--- config.mk ---
export PLATFORM = sky130hd
export DESIGN_NAME = uart_echo_buffer_flat
export DESIGN_NICKNAME = d
export VERILOG_FILES = /design/src/rtl/uart_echo_buffer_if.sv /design/src/rtl/uart_echo_buffer.sv /design/src/flat_wrapper.sv
export SDC_FILE = /design/constraint.sdc
export NUM_CORES = 1
export LEC_CHECK = 0
export ABC_AREA = 1
export ABC_CLOCK_PERIOD_IN_PS = 2200
export BUFFER_PORTS_ARGS = -buffer_cell sky130_fd_sc_hd__buf_2
export CORE_MARGIN = 5
export CORE_UTILIZATION = 61
export DETAILED_ROUTE_END_ITERATION = 8
export PLACE_DENSITY_LB_ADDON = 0.08
export SYNTH_ARGS = -nofsm -noshare
export SYNTH_HDL_FRONTEND = slang
export SYNTH_SLANG_ARGS = --single-unit
--- constraint.sdc ---
create_clock -name CLK100MHZ -period 2.2 [get_ports CLK100MHZ]
set_input_delay 0.11 -clock CLK100MHZ [delete_from_list [all_inputs] [get_ports CLK100MHZ]]
set_output_delay 0.11 -clock CLK100MHZ [all_outputs]
set_load 0.005 [all_outputs]
--- src/rtl/uart_echo_buffer_if.sv ---
// Receiver-to-transmitter handshake plus FIFO status bundle for uart_echo_buffer.
// master drives the rx side and tx_busy; slave is the buffer itself.
interface uart_echo_buffer_if #(
  parameter int DEPTH = 16
);
  localparam int CNT_W = $clog2(DEPTH) + 1;

  logic [7:0]       rx_data;
  logic             rx_strobe;
  logic             rx_error;
  logic             tx_busy;
  logic             tx_send;
  logic [7:0]       tx_data;
  logic [CNT_W-1:0] count;
  logic             empty;
  logic             full;
  logic             overflow;

  modport master (
    output rx_data, rx_strobe, rx_error, tx_busy,
    input  tx_send, tx_data, count, empty, full, overflow
  );

  modport slave (
    input  rx_data, rx_strobe, rx_error, tx_busy,
    output tx_send, tx_data, count, empty, full, overflow
  );
endinterface

--- src/rtl/uart_echo_buffer.sv ---
// Loopback echo: buffers received bytes in a circular FIFO and drains them to the UART tx.
// Define DROP_ERR_EN to discard bytes that arrive flagged with rx_error.
module uart_echo_buffer #(
  parameter  int DEPTH = 16,
  localparam int CNT_W = $clog2(DEPTH) + 1
) (
  input logic              CLK100MHZ,
  input logic              reset,
  uart_echo_buffer_if.slave bus
);
  localparam int PTR_W = $clog2(DEPTH);

  localparam logic [1:0] IDLE      = 2'd0;
  localparam logic [1:0] WAIT_ACK  = 2'd1;
  localparam logic [1:0] WAIT_DONE = 2'd2;

  logic [7:0]       mem [DEPTH];
  logic [PTR_W-1:0] wr_ptr;
  logic [PTR_W-1:0] rd_ptr;
  logic [1:0]       state;
  logic             push_req;
  logic             push_ok;
  logic             pop;
  logic [CNT_W-1:0] count_next;

`ifdef DROP_ERR_EN
  assign push_req = bus.rx_strobe && !bus.rx_error;
`else
  logic unused_rx_error;
  assign unused_rx_error = bus.rx_error;
  assign push_req        = bus.rx_strobe;
`endif

  // A pop frees a slot in the same cycle, so a push into a full FIFO is still taken then.
  assign pop     = (state == WAIT_DONE) && !bus.tx_busy;
  assign push_ok = push_req && (!bus.full || pop);

  always_comb begin
    count_next = bus.count;
    case ({push_ok, pop})
      2'b10:   count_next = bus.count + CNT_W'(1);
      2'b01:   count_next = bus.count - CNT_W'(1);
      default: count_next = bus.count;
    endcase
  end

  always_ff @(posedge CLK100MHZ) begin
    if (push_ok) mem[wr_ptr] <= bus.rx_data;
  end

  always_ff @(posedge CLK100MHZ) begin
    if (reset) begin
      wr_ptr       <= '0;
      rd_ptr       <= '0;
      bus.count    <= '0;
      bus.empty    <= 1'b1;
      bus.full     <= 1'b0;
      bus.overflow <= 1'b0;
    end else begin
      if (push_ok) wr_ptr <= wr_ptr + PTR_W'(1);
      if (pop)     rd_ptr <= rd_ptr + PTR_W'(1);
      if (push_req && !push_ok) bus.overflow <= 1'b1;
      bus.count <= count_next;
      bus.empty <= (count_next == '0);
      bus.full  <= (count_next == CNT_W'(DEPTH));
    end
  end

  // Drain FSM: the head entry stays in the FIFO until the transmitter reports done.
  always_ff @(posedge CLK100MHZ) begin
    if (reset) begin
      state       <= IDLE;
      bus.tx_send <= 1'b0;
      bus.tx_data <= 8'h00;
    end else begin
      case (state)
        IDLE: begin
          bus.tx_send <= 1'b0;
          if (!bus.empty && !bus.tx_busy) begin
            bus.tx_data <= mem[rd_ptr];
            bus.tx_send <= 1'b1;
            state       <= WAIT_ACK;
          end
        end
        WAIT_ACK: begin
          bus.tx_send <= 1'b0;
          if (bus.tx_busy) state <= WAIT_DONE;
        end
        WAIT_DONE: begin
          bus.tx_send <= 1'b0;
          if (!bus.tx_busy) state <= IDLE;
        end
        default: begin
          bus.tx_send <= 1'b0;
          state       <= IDLE;
        end
      endcase
    end
  end
endmodule

--- src/flat_wrapper.sv ---
// flat-port wrapper written by rule: the top's interface ports become plain ports
module uart_echo_buffer_flat 
#(
  parameter  int DEPTH = 16,
  localparam int CNT_W = $clog2(DEPTH) + 1
)
  (CLK100MHZ, reset, bus_rx_data, bus_rx_strobe, bus_rx_error, bus_tx_busy, bus_tx_send, bus_tx_data, bus_count, bus_empty, bus_full, bus_overflow);
  uart_echo_buffer_if #(.DEPTH(DEPTH)) bus_i ();
  input logic CLK100MHZ;
  input logic reset;
  input wire logic [$bits(bus_i.rx_data)-1:0] bus_rx_data;
  input wire logic [$bits(bus_i.rx_strobe)-1:0] bus_rx_strobe;
  input wire logic [$bits(bus_i.rx_error)-1:0] bus_rx_error;
  input wire logic [$bits(bus_i.tx_busy)-1:0] bus_tx_busy;
  output wire logic [$bits(bus_i.tx_send)-1:0] bus_tx_send;
  output wire logic [$bits(bus_i.tx_data)-1:0] bus_tx_data;
  output wire logic [$bits(bus_i.count)-1:0] bus_count;
  output wire logic [$bits(bus_i.empty)-1:0] bus_empty;
  output wire logic [$bits(bus_i.full)-1:0] bus_full;
  output wire logic [$bits(bus_i.overflow)-1:0] bus_overflow;
  assign bus_i.rx_data = bus_rx_data;
  assign bus_i.rx_strobe = bus_rx_strobe;
  assign bus_i.rx_error = bus_rx_error;
  assign bus_i.tx_busy = bus_tx_busy;
  assign bus_tx_send = bus_i.tx_send;
  assign bus_tx_data = bus_i.tx_data;
  assign bus_count = bus_i.count;
  assign bus_empty = bus_i.empty;
  assign bus_full = bus_i.full;
  assign bus_overflow = bus_i.overflow;
  uart_echo_buffer #(.DEPTH(DEPTH)) u_core (.CLK100MHZ(CLK100MHZ), .reset(reset), .bus(bus_i));
endmodule
* Word-level counts from Yosys, hierarchy flattened
Memories as Yosys holds them, arrays and structs flattened. A register that Yosys moved wholly into a read port is not among the register bits. Index checks and enable logic that the tools add are counted.
Operators by class: $add $sub $neg 4, multiply operators 0, div/mod/pow operators 0, order comparisons 0, equal/unequal tests 8, shift operators 0, mux-type cells 8, bitwise operators 1, reductions and logical operators 14
Operator list (count):
- 5-bit case mux with 2 select lines | 1
- 4-bit by 1-bit adder with 4-bit output (second input constant) | 2
- 2-bit two-way mux | 3
- 2-bit case mux with 3 select lines | 1
- 5-bit by 1-bit adder with 5-bit output (second input constant) | 1
- 5-bit equality test (second input constant) | 1
- 5-bit logical NOT | 1
- 5-bit by 1-bit subtractor with 5-bit output (second input constant) | 1
- 2-bit by 1-bit equality test with 1-bit output (second input constant) | 2
- 2-bit equality test (second input constant) | 2
- 1-bit logical AND | 4
- 1-bit logical NOT | 4
- 2-bit inequality test (second input constant) | 2
- 1-bit two-way mux | 3
- 3-bit AND reduction | 1
- 2-bit logical NOT | 1
- 2-bit by 1-bit inequality test with 1-bit output (second input constant) | 1
- 2-bit AND reduction | 1
- 2-bit OR reduction | 1
- 1-bit logical OR | 1
- 1-bit NOT | 1
Word-level totals: register bits after elaboration 19, bits in latches 0, bits in writable memories 128, bits in read-only memories 0, input bits 13, output and inout port bits 17, memories kept 1
Memory list:
- u_core.mem | depth 16, bits a word 8, rd ports 1, clocked after Yosys merged registers in 1, wr ports 1, RTL line uart_echo_buffer.sv:17 | logic [7:0] mem [DEPTH];

* Depth between registers and ports, before layout
word-level depth 7, gate-level depth with buffers 19, depth with buffers taken out 19

* Worst setup path before layout
No wires, ideal clock.
path kind reg2reg, from register u_core.state[1], to register u_core.bus.empty, setup time 70 ps, arrival 1854 ps, data required time 2130 ps, path slack 276 ps, cell stages (with the launch flop) 14, period minus slack after synthesis 1924 ps, cells stage by stage dfxtp_1 -> nand3_2 -> nand2_1 -> nand2_2 -> ha_1 -> nand2_1 -> inv_1 -> nor2_1 -> ha_1 -> mux2i_1 -> nand2_1 -> nor2_1 -> nand3_1 -> o21bai_1
Between the ends: cells in the longest elaborated chain, start to end 7
Ends and longest elaborated chain:
- start, declared | RTL line uart_echo_buffer.sv:20 | logic [1:0] state;
- start signal, assigned | RTL line uart_echo_buffer.sv:72 | state <= IDLE;
- start signal, assigned | RTL line uart_echo_buffer.sv:82 | state <= WAIT_ACK;
- start signal, assigned | RTL line uart_echo_buffer.sv:87 | if (bus.tx_busy) state <= WAIT_DONE;
- 2-bit equality test (*) | RTL line uart_echo_buffer.sv:35 | assign pop = (state == WAIT_DONE) && !bus.tx_busy;
- 1-bit logical AND (*) | RTL line uart_echo_buffer.sv:35
- 1-bit logical OR | RTL line uart_echo_buffer.sv:36 | assign push_ok = push_req && (!bus.full || pop);
- 1-bit logical AND | RTL line uart_echo_buffer.sv:36
- 2-bit by 1-bit equality test with 1-bit output or 2-bit equality test (tied branches) | RTL line uart_echo_buffer.sv:40 | case ({push_ok, pop})
- 5-bit case mux with 2 select lines (*) | RTL line uart_echo_buffer.sv:40
- 5-bit logical NOT (*) | RTL line uart_echo_buffer.sv:64 | bus.empty <= (count_next == '0);
- end signal, assigned | RTL line uart_echo_buffer.sv:64
- end, declared | RTL line uart_echo_buffer_if.sv:26 | output tx_send, tx_data, count, empty, full, overflow
Mark *: on every way between the ends. The rest lies on a longest branch, timed or not. A chain may end at the register's enable or synchronous reset.

* Final worst setup path
from register u_core.state[0], to register u_core.bus.empty
Same word-level chain as after synthesis.

==> reports/metrics.csv <==
metric,value,unit
Synth Area in XOR/XNOR,0.00409,
Fin. Hold Viols,0,
reg2reg end,u_core.bus.empty,
initial core utilization,0.623,
DR WL met2,6.76,mm
clk slew on worst S/H paths,0.07,ns
Placed Area,6730,um2
Synth Area in Compound Gates,0.117,
top sig layer,met4,
Layout Nets,646,
max frequency,482,MHz
adder-cell area share of the yosys netlist,0.0175,
Worst Hold Depth,3,
worst skew pair latency,0.53,ns
mux contribution to synthesized area,0.00156,
final instance area,7450,um2
Hold Path Class,input pin to flip-flop,
Seq cells post-synth,155,
H-tree levels,4,
placed cells,726,
Worst Skew,0.00853,ns
"Setup violations, final",0,
final WL,14.1,mm
CP required,2.66,ns
Synth Instances,569,
drt initial violations,384,
Worst Tran Pin Value,0.541,ns
share of synthesized registers carrying an async set or reset,0,
setup_tns,0,ns
I/O pins,30,
post-synthesis cell type count,32,
Worst setup EP type,flip-flop,
Num CTS Buffers,17,
die footprint,12700,um2
ANT cells,0,
largest family of logic cells by synthesized area,simple AND/OR/NAND/NOR gates,
clk sinks,155,
antenna-violating nets left,0,
drt drc,0,
status,finished clean,
largest stage delay on the critical path,0.34,ns
Filler Cells Inserted,728,
die height,113,um
Vias,4420,
period utilisation layout,0.942,
Crit. Startpoint,u_core.state[0],
Clock Path Buffers,2,
Startpoint Class,flip-flop,
crit path DAT,2.54,ns
Yosys top cell area share,0.598,
WL met1,6.07,mm
CP Cell Sequence,inv_2 > nand3_4 > nand2_1 > nand2_2 > ha_4 > nand2_1 > inv_1 > nor2_2 > ha_2 > inv_1 > nand2_1 > nand2_1 > nand3_1 > nand2_1 > nor2_1 > nand3_1 > o21bai_1,
"Worst Path Class, Setup",flip-flop to flip-flop,
Simple-Gate Fraction of Synth Area,0.122,
Synth area leaders,"edfxtp_1 60%, dfxtp_1 8.4%, nor2_1 6.5%",
dominant synthesized flop cell,edfxtp_1,
first-pass GRT wire length,22.0,mm
cell depth of the worst flop-to-flop path,17,
Non-Filler Instances,773,
"setup slack, reg-to-reg",0.13,ns
number of max-cap violations,0,
critical path's slowest cell,dfxtp_2,
Synth Net Count,591,
vias in the first global route,4198,
Pwr Density,845,nW/um2
met3 wire length,890,um
Peak VDD IR,0.000514,V
final slew viol count,0,
total grt overflow,0,
Port Buf Inserts,28,
Post-synth EDFFs,128,
post-synthesis sequential area ratio,0.682,
Avg Inst Size Synth,11.3,um2
Detailed Routing Iterations Pass 1,7,
buffers and inverters on the worst path,3,
post-layout min period,2.07,ns
dominant cell type by area after synthesis,edfxtp_1,
WL per Instance,18.2,um
Root Buffer,clkbuf_8,
Syn Std Cell Area,6430,um2
Placer Congestion,0.795,
site row count,37,
GRT Util Overall,0.232,
Hold Crit Start,bus_tx_busy,
area growth from synthesis to layout,15.8,%
Vias/cell,5.72,
initial antenna violation count,0,
core area,10300,um2
share of layout cells above drive strength 1,0.157,
largest net degree at the start of global routing,53,
CP most frequent cell,nand2_1,
DIE WIDTH,113,um
r2r startpoint,u_core.state[0],
CTS tree,yes,
post-detail-place hpwl,8.42,mm
crit-path max FO,6,
Yosys warnings,0,
cell family with most CP delay,simple AND/OR/NAND/NOR gates,
LEAKAGE,2.76,nW
hold endpoint,u_core.state[0],
Rel. slew slack,0.640,
==> cells in the final DEF (no fill, tap or decap), types with 2 or more instances in the layout <==
cell type / count
edfxtp_1: 128
o211ai_1: 31
nand2_1: 45
clkinv_1: 2
o21ai_1: 19
bufinv_16: 2
o21bai_1: 2
buf_4: 26
clkbuf_1: 2
buf_2: 28
clkinv_2: 5
nand2_2: 2
dfxtp_1: 24
dlygate4sd3_1: 11
inv_2: 5
clkinvlp_4: 4
nor2_1: 109
dfxtp_2: 3
clkbuf_16: 16
ha_1: 7
nor2_2: 2
a21oi_1: 24
o21ai_0: 52
inv_1: 40
xnor2_1: 2
nand3_1: 32
==> through the flow <==
stage,power [mW],setup WS [ns],utilization,hold WS (ns)
floorplan,3.50,0.276,-,0.200
detailed placement,3.62,-0.00358,0.652,0.327
global route,6.52,-0.0418,0.721,0.319
finish,6.29,0.127,0.721,0.315
CTS,6.32,0.0531,0.716,0.300
global placement,3.61,0.146,0.652,0.315
==> worst max path at each step <==
| stage | end | cells past startpoint |
|---|---|---|
| 5_1_grt | u_core.bus.empty | 17 |
| 3_3_place_gp | u_core.bus.empty | 13 |
| 6_report | u_core.bus.empty | 17 |
| 2_1_floorplan | u_core.bus.empty | 13 |
| 4_1_cts | u_core.bus.empty | 15 |
| 3_5_place_dp | u_core.bus.empty | 14 |
==> registers in the layout, summed over array words and instances (netlist names) <==
| signal | flops |
|---|---|
| u_core.bus.count | 5 |
| u_core.rd_ptr | 4 |
| u_core.bus.overflow | 1 |
| u_core.state | 2 |
| u_core.mem | 128 |
| u_core.bus.tx_data | 8 |
| u_core.bus.full | 1 |
| u_core.wr_ptr | 4 |
| u_core.bus.tx_send | 1 |
| u_core.bus.empty | 1 |
==> power by group <==
| group | leakage [nW] | total [mW] | switching (mW) | internal, mW |
|---|---|---|---|---|
| clock network | 0.261 | 2.71 | 1.11 | 1.60 |
| logic | 1.12 | 0.323 | 0.206 | 0.117 |
| registers | 1.38 | 3.27 | 0.0303 | 3.23 |
==> routing by layer <==
layer  up-vias  global-route usage
li1       2101                   -
met3        25              0.0658
met4         0              0.0857
met5         -                   0
met1      2151               0.304
met2       143               0.372
==> kinds of logic (layout without fill, tap and decap cells) <==
logic type / Yosys count / count (layout)
and+or+nand+nor: 194 / 194
DFF: 155 / 155
AOI/OAI and AO/OA: 131 / 131
buffers and inverters: 76 / 144
adders and majority gates: 9 / 9
xor gates and xnor gates: 3 / 3
muxes: 1 / 1
==> final cells by class <==
| cell class | instances | area (um2) | share of cell area |
|---|---|---|---|
| clock buffer | 19 | 422 | 0.0566 |
| inverter | 47 | 179 | 0.0240 |
| clock inverter | 13 | 128 | 0.0171 |
| sequential | 155 | 4390 | 0.589 |
| multi-input combinational | 338 | 1720 | 0.230 |
| timing repair buffer | 65 | 445 | 0.0598 |
| tap | 136 | 170 | 0.0228 |
==> synthesized netlist by cell type (2+ instances only) <==
cell type    n
a21oi_1     24
buf_2       15
buf_4        3
buf_6        5
clkbuf_1     3
clkbuf_2     2
dfxtp_1     27
edfxtp_1   128
ha_1         9
inv_1       42
inv_2        3
nand2_1     45
nand2_2      2
nand3_1     32
nor2_1     111
o211ai_1    31
o21ai_0     52
o21ai_1     19
o21bai_1     2
xnor2_1      2
==> timing repair <==
action | 4_1_cts | 5_1_grt
setup endpoints to repair | 1 | 3
endpoints found under the hold margin | 117 | 0
pin swaps | 0 | 2
hold buffers | 11 | 0
setup buffers | 0 | 4
gates resized for setup | 1 | 9
==> tightest hold or removal path, delay by kind of cell <==
family                 cells  cell delay, ns
AO/OA/AOI/OAI              1            0.06
buffers and inverters      2            0.63
Power figures use the tool's default switching activity.
